$ cat config.mk
export PLATFORM = sky130hd
export DESIGN_NAME = truth_table_scanner
export DESIGN_NICKNAME = d
export VERILOG_FILES = /design/src/rtl/truth_table_scanner_pkg.sv /design/src/rtl/tt_upper_bits_zero.sv /design/src/rtl/truth_table_scanner.sv
export SDC_FILE = /design/constraint.sdc
export NUM_CORES = 1
export LEC_CHECK = 0
export ABC_CLOCK_PERIOD_IN_PS = 4600
export CORE_AREA = 3 3 114 116
export CTS_BUF_LIST = sky130_fd_sc_hd__clkbuf_16
export DETAILED_ROUTE_END_ITERATION = 10
export DIE_AREA = 0 0 117 119
export PLACE_DENSITY_LB_ADDON = 0.12
export SETUP_SLACK_MARGIN = 0.5
export SLEW_MARGIN = 0
export SYNTH_ARGS = -nofsm -noshare
export SYNTH_HDL_FRONTEND = slang
export SYNTH_SLANG_ARGS = --single-unit
$ cat constraint.sdc
create_clock -name clk -period 4.6 [get_ports clk]
set_input_delay 1.38 -clock clk [delete_from_list [all_inputs] [get_ports clk]]
set_output_delay 1.38 -clock clk [all_outputs]
set_load 0.02 [all_outputs]
$ cat src/rtl/truth_table_scanner_pkg.sv
// truth_table_scanner_pkg: shared state encoding for the truth-table scanner
package truth_table_scanner_pkg;
  typedef enum logic [2:0] {S_IDLE, S_DRIVE, S_SAMPLE, S_EMIT, S_DONE} state_t;
endpackage

$ cat src/rtl/tt_upper_bits_zero.sv
// tt_upper_bits_zero: flags that no table bit above ptr is set
module tt_upper_bits_zero #(
  parameter int N_VARS = 4,
  localparam int T = 1 << N_VARS
) (
  input  logic [T-1:0]    table_bits,
  input  logic [N_VARS:0] ptr,
  output logic            none_above
);
  assign none_above = ~|(table_bits >> (ptr + 1'b1));
endmodule

$ cat src/rtl/truth_table_scanner.sv
// truth_table_scanner: sweeps an external function, builds SoP/PoS tables, streams minterms
module truth_table_scanner
  import truth_table_scanner_pkg::*;
#(
  parameter int N_VARS = 4,
  localparam int T = 1 << N_VARS
) (
  input  logic              clk,
  input  logic              reset,
  input  logic              start,
  output logic              busy,
  output logic              done,
  output logic [N_VARS-1:0] vars_out,
  input  logic              f_sop,
  input  logic              f_pos,
  output logic [T-1:0]      table_sop,
  output logic [T-1:0]      table_pos,
  output logic [T-1:0]      mismatch_mask,
  output logic              mismatch,
  output logic              m_valid,
  input  logic              m_ready,
  output logic [N_VARS-1:0] m_index,
  output logic              m_last
);
  localparam logic [N_VARS:0] LAST = (N_VARS + 1)'(T - 1);
  state_t state, nxt;
  logic [N_VARS:0] idx, ptr;
  logic [N_VARS-1:0] ptr_lo;
  logic advance, none_above;
  assign ptr_lo = ptr[N_VARS-1:0];
  assign advance = ~table_sop[ptr_lo] | m_ready;
  assign busy = state != S_IDLE;
  assign done = state == S_DONE;
  assign m_valid = (state == S_EMIT) & table_sop[ptr_lo];
  assign m_index = ptr_lo;
  assign m_last = m_valid & none_above;
  assign mismatch_mask = table_sop ^ table_pos;
  assign mismatch = |mismatch_mask;
  tt_upper_bits_zero #(.N_VARS(N_VARS)) u_upper (
    .table_bits(table_sop),
    .ptr(ptr),
    .none_above(none_above)
  );
  always_comb begin
    nxt = state;
    case (state)
      S_IDLE:   nxt = start ? S_DRIVE : S_IDLE;
      S_DRIVE:  nxt = S_SAMPLE;
      S_SAMPLE: nxt = (idx == LAST) ? S_EMIT : S_DRIVE;
      S_EMIT:   nxt = (advance && ptr == LAST) ? S_DONE : S_EMIT;
      S_DONE:   nxt = S_IDLE;
      default:  nxt = S_IDLE;
    endcase
  end
  always_ff @(posedge clk) begin
    if (reset) begin
      state <= S_IDLE;
      idx <= '0;
      ptr <= '0;
      vars_out <= '0;
      table_sop <= '0;
      table_pos <= '0;
    end else begin
      state <= nxt;
      case (state)
        S_IDLE: if (start) begin
          table_sop <= '0;
          table_pos <= '0;
          idx <= '0;
        end
        S_DRIVE: vars_out <= idx[N_VARS-1:0];
        S_SAMPLE: begin
          table_sop[idx[N_VARS-1:0]] <= f_sop;
          table_pos[idx[N_VARS-1:0]] <= f_pos;
          idx <= idx + 1'b1;
          if (idx == LAST) ptr <= '0;
        end
        S_EMIT: if (advance) ptr <= ptr + 1'b1;
        default: ;
      endcase
    end
  end
endmodule

# Word level (Yosys, flattened, before mapping)

Index checks and enable logic that the tools add are counted.

$lt $le $gt $ge: 3
$mul: 0
Shifts and indexed selects: 1
Add/subtract/negate cells: 2
Muxes and demuxes: 18
Eq/ne operators: 9
Reduce and logical (&&, ||, !) cells: 11
Bitwise operators: 5
Divide/modulo/power cells: 0

Operator list:

| cell                                                                                 | count |
|---|---|
| 16-bit one-hot mux with 2 select lines                                               | 2 |
| 16-bit bitwise mux                                                                   | 2 |
| 16-bit OR reduction                                                                  | 2 |
| 5-bit one-hot mux with 2 select lines                                                | 2 |
| 16-bit 2-to-1 mux                                                                    | 1 |
| 16-bit by 5-bit right shift with 16-bit output                                       | 1 |
| 16-bit XOR                                                                           | 1 |
| 5-bit 2-to-1 mux                                                                     | 3 |
| 3-bit one-hot mux with 4 select lines                                                | 1 |
| 5-bit by 1-bit adder with 5-bit output (second input constant)                       | 2 |
| 5-bit by 4-bit == test with 1-bit output (second input constant)                     | 2 |
| 4-bit by 5-bit less-than comparator with 1-bit output (second input constant)        | 2 |
| 3-bit by 2-bit == test with 1-bit output (second input constant)                     | 2 |
| 2-bit != test (second input constant)                                                | 3 |
| 1-bit binary-select mux with 4-bit select                                            | 1 |
| 1-bit demux with 4-bit select                                                        | 1 |
| 4-bit by 1-bit greater-or-equal comparator with 1-bit output (second input constant) | 1 |
| 2-bit nonzero test                                                                   | 2 |
| 3-bit by 1-bit == test with 1-bit output (second input constant)                     | 1 |
| 3-bit == test (second input constant)                                                | 1 |
| 3-bit zero test                                                                      | 1 |
| 1-bit 2-to-1 mux                                                                     | 3 |
| 3-bit 2-to-1 mux                                                                     | 1 |
| 3-bit AND reduction                                                                  | 1 |
| 8 further kinds                                                                      | 10 |

Output and inout bits: 61
Bits of input ports: 6
Word-level logic and storage cells: 55
Latch bits: 0
Bits in registers: 49
Memory bits (read-only): 0
RAM bits: 0
Memories kept: 0

# Logic depth before layout (Yosys ltp)

Depth in word-level cells: 7
Mapped depth: 8
Mapped depth without buffers: 7

# By module

A second synthesis with hierarchy kept.

Cells, all modules: 319
Area total of the unflattened synthesis: 2768.9 µm²

By module, submodules not included:

| module              | cells an instance | times used | area an instance (µm²) | sequential area each (µm²) |
|---|---|---|---|---|
| truth_table_scanner | 283               | 1          | 2484.9                 | 980.9 |
| tt_upper_bits_zero  | 36                | 1          | 284.0                  | 0.0 |

# Worst setup path before layout

Ideal clock, no wire load.

Path type: flip-flop to output port
Start: register ptr[0]
End: output port m_last
Arrival time: 2311 ps
Buffers on the path: 1
Cell stages (with the launch flop): 8
Required time: 3220 ps
Slack: 909 ps
Cell sequence: dfxtp_1 -> ha_1 -> clkbuf_1 -> nor4b_1 -> a21oi_1 -> a221oi_1 -> nor4b_1 -> nor4b_1

Longest elaborated chain between the ends: 5
Elaborated cells between the ends (all ways): 8
Classes of those cells: 1 x add/sub; 1 x shift; 2 x mux; 2 x bitwise; 2 x reduce/logical

Ends and longest elaborated chain:

| what                                           | RTL line                  | RTL |
|---|---|---|
| from (decl)                                    | truth_table_scanner.sv:27 | `logic [N_VARS:0] idx, ptr;` |
| from (signal assigned)                         | truth_table_scanner.sv:78 | `S_EMIT: if (advance) ptr <= ptr + 1'b1;` |
| 5-bit by 1-bit adder with 5-bit output         | tt_upper_bits_zero.sv:10  | `assign none_above = ~\|(table_bits >> (ptr + 1'b1));` |
| 16-bit by 5-bit right shift with 16-bit output | tt_upper_bits_zero.sv:10  |  |
| 16-bit OR reduction                            | tt_upper_bits_zero.sv:10  |  |
| 1-bit zero test                                | tt_upper_bits_zero.sv:10  |  |
| 1-bit bitwise AND *                            | truth_table_scanner.sv:36 | `assign m_last = m_valid & none_above;` |
| to (decl)                                      | truth_table_scanner.sv:23 | `output logic m_last` |

Mark *: on every way between the ends. The rest lies on a longest branch, timed or not. The select of a mux whose other input is x is not followed.

# Final worst setup path

Same ends and word-level chain as after synthesis.

==> flow_summary.toml <==
[placement]
portBuffers = 66
post-place-ws_ns = 0.527
place_congestion = 0.771
dp_hpwl_um = 7100

[floorplanning]
core_um2 = 12000
die_y_um = 119
io_pins = 67
rows = 40
dieArea_um2 = 13900
die_width_um = 117
start_util_pct = 24.7

[worst_hold_path]
worstHoldPathType = "register to register"
min_from = "vars_out[0]$_SDFFE_PP0P_"
holdPathEnd = "vars_out[0]$_SDFFE_PP0P_"
whs_path_depth = 2

[critical_path]
cp_data_required_time_ns = 3.22
crit_type = "register to output pin"
reg2reg_from = "ptr[3]$_SDFFE_PP0P_"
critPathMaxStageDelay_ns = 0.61
cp.buffers_inverters = 2
cp.arrival_ns = 2.59
crit_slowest_cell = "or4b_2"
r2r-end = "ptr[0]$_SDFFE_PP0P_"
rr_worst_depth = 5
endpoint_kind = "output pin"
regToRegSetupSlack_ns = 2.28
crit_family = "simple AND/OR/NAND/NOR gates"
start_kind = "register"
path_cells = "buf_4, nor2b_1, or4b_2, o211ai_1, o32ai_1, nor4b_1, dlygate4sd1_1"
cp_max_fo = 29

[synth]
ys_seq_elements = 49
seq_area_frac_synth_pct = 33.0
synthDistinctLibCells = 49
synth_area_per_cell_um2 = 8.30
synthArstFlopShare_pct = 0
synth-warning-count = 0
synth_flop_cell = "dfxtp_1"
synth_area_um2 = 2970
synth_cells = 358
synth_edf_count = 0
syn-num-nets = 372

[sta]
fmax_ghz = 0.252
final-hold-violation-count = 0
drv_slew = 0
timing.setup.tns_ns = 0
setup_viol = 0
finClkSkew_ns = 0.00303
timing.final.ws_setup_ns = 0.627
rsz0062_at_grt = "false"
tightest_slew_ns = 1.04
maxSlewHeadroom_pct = 30.4
fin_crit_sh_pct = 86.4
fin_crit_ns = 3.97
fin_worst_hold_slack_ns = 0.505

[clock_tree]
cts_sinks = 49
clk_pin_slew_ns = 0.07
cts_setup_buffers = 0
numCtsBuffers = 5
root_buffer = "clkbuf_16"
cts-htree-levels = 2
cts_buffer_depth = 2
clk_latency_ns = 0.29
cts_tree = "done"

[grt]
grt_pass1_wl_um = 15800
met3_usage_pct = 2.39
grtUsageMet2_pct = 21.9
met1_usage_pct = 21.1
grt_max_degree = 55
grt.overflow.total = 0
top_usage_layer = "met2"
grt_usage_pct = 14.4
antenna_found_initial = 0
grt_pass1_vias = 2839

[pwr]
powerDensity_nw_per_um2 = 230
pwr-share-comb_pct = 4.8
switching_share_pct = 21.9
switchingPower_uw = 194
pwr-share-seq_pct = 48.2
p_int_uw = 692
p_leak_nw = 1.49
clkPwrFrac_pct = 47.0
ir_worst_vdd_uv = 134

[cells_and_area]
drive_above_1_share_pct = 5.67
diodes = 0
layout_commonest_cell = "clkdlybuf4s50_1"
area_growth_pct = 29.5
mostFrequentLayoutCells = "clkdlybuf4s50_1 (64), nor2_1 (57), dfxtp_1 (49)"
fillerInstances = 1305
nNetsFinal = 419
finish.utilization_pct = 32.1

[status]
status = "complete, no violations"

[route]
drt_iter0_drc = 176
avgViaCountPerCell = 5.07
drt_pass1_iterations = 4
antenna_left = 0
dr_total_vias = 2804
drc = 0
wl_um = 9970
routedWlPerCell_um = 18.0

[flow_run]
maxCapViolCount = 0
[synthesized netlist by cell type, types with 2 or more instances]
| master | number | area (um2) |
|---|---|---|
| nor2_1 | 57 | 214 |
| dfxtp_1 | 49 | 981 |
| a22oi_1 | 31 | 233 |
| o21ai_0 | 21 | 105 |
| xor2_1 | 19 | 166 |
| clkbuf_1 | 17 | 63.8 |
| a21oi_1 | 15 | 75.1 |
| and2_1 | 15 | 93.8 |
| mux2i_1 | 12 | 120 |
| inv_1 | 9 | 33.8 |
| ha_1 | 8 | 100 |
| nor3b_1 | 8 | 60.1 |
| nand3_1 | 7 | 35.0 |
| nor2b_1 | 7 | 43.8 |
| buf_2 | 6 | 30.0 |
| nand2_1 | 6 | 22.5 |
| and3_1 | 5 | 31.3 |
| mux2_4 | 5 | 75.1 |
| nor3_1 | 5 | 25.0 |
| a211oi_1 | 4 | 30.0 |
| buf_4 | 4 | 30.0 |
| buf_6 | 4 | 45.0 |
| nor4_1 | 4 | 25.0 |
| nand2b_1 | 3 | 18.8 |
| nor4b_1 | 3 | 26.3 |
| o211ai_1 | 3 | 22.5 |
| a2111oi_0 | 2 | 17.5 |
| a211o_1 | 2 | 17.5 |
| a311oi_1 | 2 | 17.5 |
| a31oi_1 | 2 | 12.5 |
| mux2_2 | 2 | 22.5 |
| nand4_1 | 2 | 12.5 |
| o31ai_1 | 2 | 15.0 |
| or3_1 | 2 | 12.5 |
[cell families (layout without fill, tap and decap cells)]
| logic type | count (synthesis) | after routing | share of synthesized area [%] |
|---|---|---|---|
| adders and majority gates | 8 | 8 | 3.37 |
| AOI/OAI and AO/OA | 93 | 93 | 21.3 |
| and+or+nand+nor | 129 | 129 | 22.3 |
| buffers and inverters | 40 | 88 | 6.82 |
| muxes | 19 | 19 | 7.32 |
| DFF | 49 | 49 | 33.0 |
| xor gates and xnor gates | 20 | 20 | 5.89 |
[sequential cells by signal, indices dropped and copies added, names as in the netlist]
register   count
table_pos     16
table_sop     16
idx            5
ptr            5
vars_out       4
state          3
[final cells by class]
class | count | area [um2] | area share, %
tap | 147 | 184 | 4.78
sequential | 49 | 981 | 25.5
multi-input combinational | 269 | 1800 | 46.7
clock buffer | 5 | 125 | 3.25
inverter | 9 | 33.8 | 0.877
timing repair buffer | 71 | 692 | 18.0
clock inverter | 3 | 37.5 | 0.975
[worst max path at each step]
stage	to	cells past startpoint	slack, ns	start
finish	m_last	7	0.63	ptr[0]$_SDFFE_PP0P_
global route	m_last	7	0.51	ptr[1]$_SDFFE_PP0P_
CTS	m_last	7	0.62	ptr[0]$_SDFFE_PP0P_
detailed placement	m_last	7	0.53	ptr[0]$_SDFFE_PP0P_
global placement	m_last	7	0.71	ptr[0]$_SDFFE_PP0P_
floorplan	m_last	7	0.91	ptr[0]$_SDFFE_PP0P_
[power by group through the flow]
| stage | clock network, mW | logic (mW) | registers [mW] |
|---|---|---|---|
| floorplan | 0 | 0.0286 | 0.436 |
| global placement | 0 | 0.0420 | 0.437 |
| detailed placement | 0 | 0.0423 | 0.437 |
| CTS | 0.430 | 0.0425 | 0.427 |
| global route | 0.448 | 0.0473 | 0.427 |
| finish | 0.417 | 0.0421 | 0.427 |
[routing by layer]
layer	share of wire (%)	vias up
met4	1.4	0
met5	0	-
met1	49	1336
met2	45	77
li1	-	1382
met3	5.2	9
[what timing repair did]
item,CTS,global route
gates resized for setup,3,2
setup endpoints to repair,1,1
hold buffers,0,0
pin swaps,0,0
[worst min-delay path, stage by stage (launching register included)]
cell	delay [ns]
dfxtp_1	0.33
mux2i_1	0.07
nor2_1	0.08
[metrics by stage]
stage	cell area [um2]	cells	total power, mW
after floorplan	2970	358	0.464
after global placement	3680	545	0.479
after detailed placement	3680	545	0.479
after CTS	3850	553	0.900
after global routing	3850	553	0.923
final	3850	553	0.886
Note: power is estimated with default switching activity, not from simulation.
